===== src/rtl/neuron_param_loader.sv =====
// -----------------------------------------------------------------------------
// neuron_param_loader
//
// Serial loader for the per-neuron weights, bias and threshold of the neuron
// array. Words arrive one per valid/ready handshake and shift into a staging
// chain. A complete frame is copied atomically into the live bank that drives
// the neurons. Aborts and restarts never touch the live bank.
//
// Word layout: k = n*WPN + j
//   j <  NUM_INPUTS   : weight w[n][j]
//   j == NUM_INPUTS   : bias
//   j == NUM_INPUTS+1 : threshold
// The first word of a frame ends up at k=0 and the last word at k=TOTAL-1.
//
// Optional feature (macro PARAM_CHECKSUM_EN): after the TOTAL payload words,
// one more word is accepted. It must equal the mod-2^DATA_W sum of the
// payload. A mismatch drops the frame and pulses load_error.
//
// Ports:
//   clk         clock
//   reset       synchronous, active-high reset
//   load_start  begin or restart a frame load
//   abort       cancel the load in progress
//   data_in     parameter word
//   data_valid  data_in valid
//   data_ready  loader accepts a word this cycle (combinational)
//   params_out  live bank; word k at [k*DATA_W +: DATA_W]
//   word_count  words accepted in the current frame
//   load_busy   high in LOAD/CHECK/COMMIT
//   load_done   one-cycle pulse after a commit
//   load_error  one-cycle pulse on checksum mismatch (0 without the feature)
// -----------------------------------------------------------------------------
module neuron_param_loader #(
  parameter int DATA_W      = 8,
  parameter int NUM_NEURONS = 4,
  parameter int NUM_INPUTS  = 4,
  localparam int WPN        = NUM_INPUTS + 2,
  localparam int TOTAL      = NUM_NEURONS * WPN,
  localparam int CNT_W      = $clog2(TOTAL + 1)
) (
  input  logic                    clk,
  input  logic                    reset,
  input  logic                    load_start,
  input  logic                    abort,
  input  logic [DATA_W-1:0]       data_in,
  input  logic                    data_valid,
  output logic                    data_ready,
  output logic [TOTAL*DATA_W-1:0] params_out,
  output logic [CNT_W-1:0]        word_count,
  output logic                    load_busy,
  output logic                    load_done,
  output logic                    load_error
);

  localparam logic [CNT_W-1:0] LAST_CNT = CNT_W'(TOTAL - 1);
  localparam logic [CNT_W-1:0] FULL_CNT = CNT_W'(TOTAL);

`ifdef PARAM_CHECKSUM_EN
  typedef enum logic [1:0] {
    ST_IDLE   = 2'd0,
    ST_LOAD   = 2'd1,
    ST_CHECK  = 2'd2,
    ST_COMMIT = 2'd3
  } state_t;
`else
  typedef enum logic [1:0] {
    ST_IDLE   = 2'd0,
    ST_LOAD   = 2'd1,
    ST_COMMIT = 2'd3
  } state_t;
`endif

  state_t                  state_r;
  state_t                  next_state_s;
  logic [TOTAL*DATA_W-1:0] staging_r;
  logic [TOTAL*DATA_W-1:0] live_r;
  logic [CNT_W-1:0]        word_count_r;
  logic                    load_busy_r;
  logic                    load_done_r;

  logic                    loading_s;
  logic                    data_ready_s;
  logic                    accept_s;
  logic                    last_word_s;
  logic                    shift_s;
  logic                    start_s;
  logic                    clear_s;
  logic                    commit_s;
  logic                    chk_fail_s;

`ifdef PARAM_CHECKSUM_EN
  logic [DATA_W-1:0]       sum_r;
  logic                    sum_match_s;
  logic                    load_error_r;

  // Running checksum: plain modular add, carries out of DATA_W are dropped.
  function automatic logic [DATA_W-1:0] csum_add(input logic [DATA_W-1:0] a,
                                                 input logic [DATA_W-1:0] b);
    return a + b;
  endfunction

  assign loading_s   = (state_r == ST_LOAD) || (state_r == ST_CHECK);
  assign sum_match_s = (data_in == sum_r);
`else
  assign loading_s   = (state_r == ST_LOAD);
`endif

  // abort and load_start take priority over data, so no word is taken then.
  assign data_ready_s = loading_s && !load_start && !abort;
  assign accept_s     = data_valid && data_ready_s;
  assign last_word_s  = (word_count_r == LAST_CNT);

  // State register.
  always_ff @(posedge clk) begin
    if (reset) begin
      state_r <= ST_IDLE;
    end else begin
      state_r <= next_state_s;
    end
  end

  // Next-state logic: abort > load_start > data accept while loading.
  always_comb begin
    next_state_s = state_r;
    case (state_r)
      ST_IDLE: begin
        if (load_start) next_state_s = ST_LOAD;
        else            next_state_s = ST_IDLE;
      end
      ST_LOAD: begin
        if (abort)                         next_state_s = ST_IDLE;
        else if (load_start)               next_state_s = ST_LOAD;
`ifdef PARAM_CHECKSUM_EN
        else if (accept_s && last_word_s)  next_state_s = ST_CHECK;
`else
        else if (accept_s && last_word_s)  next_state_s = ST_COMMIT;
`endif
        else                               next_state_s = ST_LOAD;
      end
`ifdef PARAM_CHECKSUM_EN
      ST_CHECK: begin
        if (abort)                         next_state_s = ST_IDLE;
        else if (load_start)               next_state_s = ST_LOAD;
        else if (accept_s && sum_match_s)  next_state_s = ST_COMMIT;
        else if (accept_s)                 next_state_s = ST_IDLE;
        else                               next_state_s = ST_CHECK;
      end
`endif
      ST_COMMIT: next_state_s = ST_IDLE;
      default:   next_state_s = ST_IDLE;
    endcase
  end

  // Output decode: datapath strobes for the current state and inputs.
  always_comb begin
    shift_s    = 1'b0;
    start_s    = 1'b0;
    clear_s    = 1'b0;
    commit_s   = 1'b0;
    chk_fail_s = 1'b0;
    case (state_r)
      ST_IDLE: begin
        if (load_start) start_s = 1'b1;
        else            start_s = 1'b0;
      end
      ST_LOAD: begin
        if (abort)           clear_s = 1'b1;
        else if (load_start) start_s = 1'b1;
        else if (accept_s)   shift_s = 1'b1;
        else                 shift_s = 1'b0;
      end
`ifdef PARAM_CHECKSUM_EN
      ST_CHECK: begin
        if (abort)                         clear_s    = 1'b1;
        else if (load_start)               start_s    = 1'b1;
        else if (accept_s && !sum_match_s) chk_fail_s = 1'b1;
        else                               chk_fail_s = 1'b0;
      end
`endif
      ST_COMMIT: commit_s = 1'b1;
      default:   clear_s  = 1'b1;
    endcase
  end

  // Datapath: staging shift, word counter, live bank and status pulses.
  always_ff @(posedge clk) begin
    if (reset) begin
      staging_r    <= {(TOTAL*DATA_W){1'b0}};
      live_r       <= {(TOTAL*DATA_W){1'b0}};
      word_count_r <= {CNT_W{1'b0}};
      load_busy_r  <= 1'b0;
      load_done_r  <= 1'b0;
    end else begin
      // New words enter at the top (k=TOTAL-1) and move toward k=0.
      if (shift_s) staging_r <= {data_in, staging_r[TOTAL*DATA_W-1:DATA_W]};

      if (start_s || clear_s || commit_s || chk_fail_s)
        word_count_r <= {CNT_W{1'b0}};
      else if (shift_s && (word_count_r != FULL_CNT))
        word_count_r <= word_count_r + CNT_W'(1);

      if (commit_s) live_r <= staging_r;

      load_busy_r <= (next_state_s != ST_IDLE);
      load_done_r <= commit_s;
    end
  end

`ifdef PARAM_CHECKSUM_EN
  // Checksum accumulator and mismatch pulse.
  always_ff @(posedge clk) begin
    if (reset) begin
      sum_r        <= {DATA_W{1'b0}};
      load_error_r <= 1'b0;
    end else begin
      if (start_s)      sum_r <= {DATA_W{1'b0}};
      else if (shift_s) sum_r <= csum_add(sum_r, data_in);
      load_error_r <= chk_fail_s;
    end
  end

  assign load_error = load_error_r;
`else
  assign load_error = 1'b0;
`endif

  assign data_ready = data_ready_s;
  assign params_out = live_r;
  assign word_count = word_count_r;
  assign load_busy  = load_busy_r;
  assign load_done  = load_done_r;

endmodule

===== config.mk =====
export PLATFORM = sky130hd
export DESIGN_NAME = neuron_param_loader
export DESIGN_NICKNAME = d
export VERILOG_FILES = /design/src/rtl/neuron_param_loader.sv
export SDC_FILE = /design/constraint.sdc
export NUM_CORES = 1
export LEC_CHECK = 0
export CAP_MARGIN = 20
export CORE_UTILIZATION = 57
export DETAILED_ROUTE_END_ITERATION = 10
export PLACE_DENSITY = 0.84
export SYNTH_ARGS = -nofsm -noshare
export SYNTH_HDL_FRONTEND = slang
export SYNTH_SLANG_ARGS = --single-unit
export TNS_END_PERCENT = 1

===== constraint.sdc =====
create_clock -name clk -period 3.9 [get_ports clk]
set_clock_uncertainty 0.05 [all_clocks]
set_input_delay 0.78 -clock clk [delete_from_list [all_inputs] [get_ports clk]]
set_output_delay 0.78 -clock clk [all_outputs]
set_load 0.005 [all_outputs]

==> flow_summary_export.csv <==
group,metric,value,unit
synth,synth_edf_count,0,
detailed_routing,dr.pass1.iters,5,
floorplan,die_h,157,um
worst_setup_path,path_max_fanout,5,
outcome,outcome,"finished, final reports clean",
clock_tree,cts_inserted_buffers,38,
worst_setup_path,worstPathRequired,3.07,ns
synth,ys_async_sr_fraction,0,%
worst_setup_path,crit_type,"primary input to primary output",
flow_run,cap_violations,0,
layout,area_delta_synth_final,26.3,%
global_routing,grt_overflow_total,0,
floorplan,num_rows,56,
floorplan,die_x,157,um
global_routing,grt_max_degree,128,
timing,finalMaxSlewViolations,0,
layout,fin_nets,1683,
power,leakage,5.66,nW
timing,fin_crit,2.95,ns
timing,fmax,339,MHz
worst_setup_path,cp_slowest_cell,"clkdlybuf4s50_1",
clock_tree,clock_latency,0.51,ns
synth,synth_area,13700,um2
power,powerDensity,460,nW/um2
layout,postLayoutCellArea,17300,um2
layout,layout_common_cells,"393 x dfxtp_1, 386 x nand2_1, 211 x clkdlybuf4s50_1",
placed_design,place_ws,0.942,ns
detailed_routing,drc_errors,0,
worst_setup_path,cpPeakStageDelay,0.55,ns
worst_setup_path,crit_top_cell,"clkdlybuf4s50_1",
detailed_routing,antenna_left,0,
synth,synth.distinct_cells,29,
synth,ys_ff_latch,393,
worst_setup_path,cp-end-kind,"primary output",
layout,num_antenna_cells,0,
layout,post-route-util,73.6,%
timing,setup_slack,0.951,ns
global_routing,track_usage,24.1,%
clock_tree,root_buffer,"clkbuf_16",
timing,finalCritPeriodShare,75.6,%
timing,rsz0062_at_grt,"no",
detailed_routing,routed_via_density,5.26,
floorplan,core,23500,um2
timing,hold_viol,0,
synth,yosys_warnings,0,
synth,ys.flop_type,"dfxtp_1",
clock_tree,cts_hold_buffers,0,
clock_tree,cts.sinks,393,
worst_setup_path,r2r_setup_slack,1.71,ns
timing,slew_headroom,36.9,%
worst_setup_path,crit_arrival,2.12,ns
clock_tree,clk_pin_slew,0.06,ns
layout,layout_commonest_cell,"dfxtp_1",
detailed_routing,vias,10585,
clock_tree,cts_tree,"yes",
floorplan,die_area,24700,um2
clock_tree,cts_buffer_depth,3,
worst_hold_path,hold_path_class,"flip-flop to flip-flop",
floorplan,ios,214,
power,p_total,7.97,mW
global_routing,grt_pass1_wl,48500,um
placed_design,place.port_buffers,212,
timing,tightest_slew,0.937,ns
synth,seq_area_frac_synth,57.4,%
synth,syn_avg_cell_area,9.10,um2
detailed_routing,avgRoutedWirePerCell,15.2,um
clock_tree,post_cts_buffers,0,
detailed_routing,drtIter0Drc,676,
synth,postSynthCellCount,1506,
worst_setup_path,worst_setup_path_start_kind,"primary input",
clock_tree,cts_resized,0,
synth,synth_nets,1524,
power,max-vdd-ir-drop,0.399,mV
placed_design,placed_cell_area,16000,um2
layout,drive_gt1_share,4.84,%
worst_setup_path,crit_chain,"clkdlybuf4s50_1 > nor3b_1 > clkdlybuf4s50_1",
timing,setup_tns,0,ns
clock_tree,htreeDepth,2,
floorplan,initial_core_util,58.2,%
placed_design,hpwl,19100,um
global_routing,grt_pass1_vias,9799,
global_routing,antenna_found_initial,0,
timing,setup_viol,0,
placed_design,globalplace.congestion,0.802,
detailed_routing,routed_wl,30600,um
sequential cells by signal, summed over array words and instances (netlist names):
signal and flops:
staging_r 192, state_r 2, params_out 192, load_done 1, load_busy 1, word_count 5
area by class of cell:
| cell class | count | area [um2] |
|---|---|---|
| multi-input combinational | 998 | 5340 |
| inverter | 5 | 18.8 |
| fill | 1696 | 6230 |
| tap | 319 | 399 |
| timing repair buffer | 229 | 2350 |
| clock buffer | 58 | 1190 |
| clock inverter | 10 | 150 |
| sequential | 393 | 7870 |
per-stage QoR:
| step | hold slack, ns | cells |
|---|---|---|
| 2_1_floorplan | 0.386 | 1506 |
| 3_3_place_gp | 0.393 | 1944 |
| 5_1_grt | 0.433 | 2012 |
| 3_5_place_dp | 0.401 | 1944 |
| 4_1_cts | 0.409 | 2012 |
| 6_report | 0.406 | 2012 |
layer usage:
metal | vias up | wire [um] | share of wire (%) | track usage (%)
met3 | 38 | 1690 | 5.5 | 5.09
met5 | - | 0 | 0 | 0
met4 | 0 | 481 | 1.6 | 6.15
met1 | 5061 | 13700 | 45 | 31.7
met2 | 258 | 14700 | 48 | 40.3
li1 | 5228 | - | - | -
logic make-up (layout without fill, tap and decap cells):
group | count (synthesis) | after routing | share of synthesized area, %
compound gates | 205 | 205 | 7.53
fa+ha+maj | 5 | 5 | 0.456
buf+inv | 115 | 302 | 3.91
flops | 393 | 393 | 57.4
mux | 192 | 192 | 14.0
other cells | 1 | 1 | 0.0274
simple gates | 595 | 595 | 16.7
final timing paths:
kind	start	endpoint	cells past startpoint
max reg2reg	state_r[1]	staging_r[138]	6
min reg2reg	staging_r[4]	staging_r[4]	2
max	load_start	data_ready	3
min	staging_r[4]	staging_r[4]	2
power by group:
part	internal, mW	switching, mW	leakage, nW
clock	2.37	1.46	0.665
sequential	4.02	0.00222	3.16
combinational	0.0278	0.0928	1.83
critical path, delay by kind of cell:
family,cells,cell delay [ns]
and+or+nand+nor,1,0.30
buffers and inverters,2,1.04
cells in the mapped netlist (2+ instances only):
cell type	instances	area (um2)
clkbuf_1	44	165
nand2_1	386	1450
ha_1	5	62.6
nand3_1	3	15.0
nor2_1	195	732
buf_4	11	82.6
dfxtp_1	393	7870
mux2i_1	192	1920
o21ai_1	2	10.0
o21ai_0	2	10.0
buf_2	50	250
a21oi_1	198	991
inv_1	5	18.8
buf_1	5	18.8
Power figures use the tool's default switching activity.
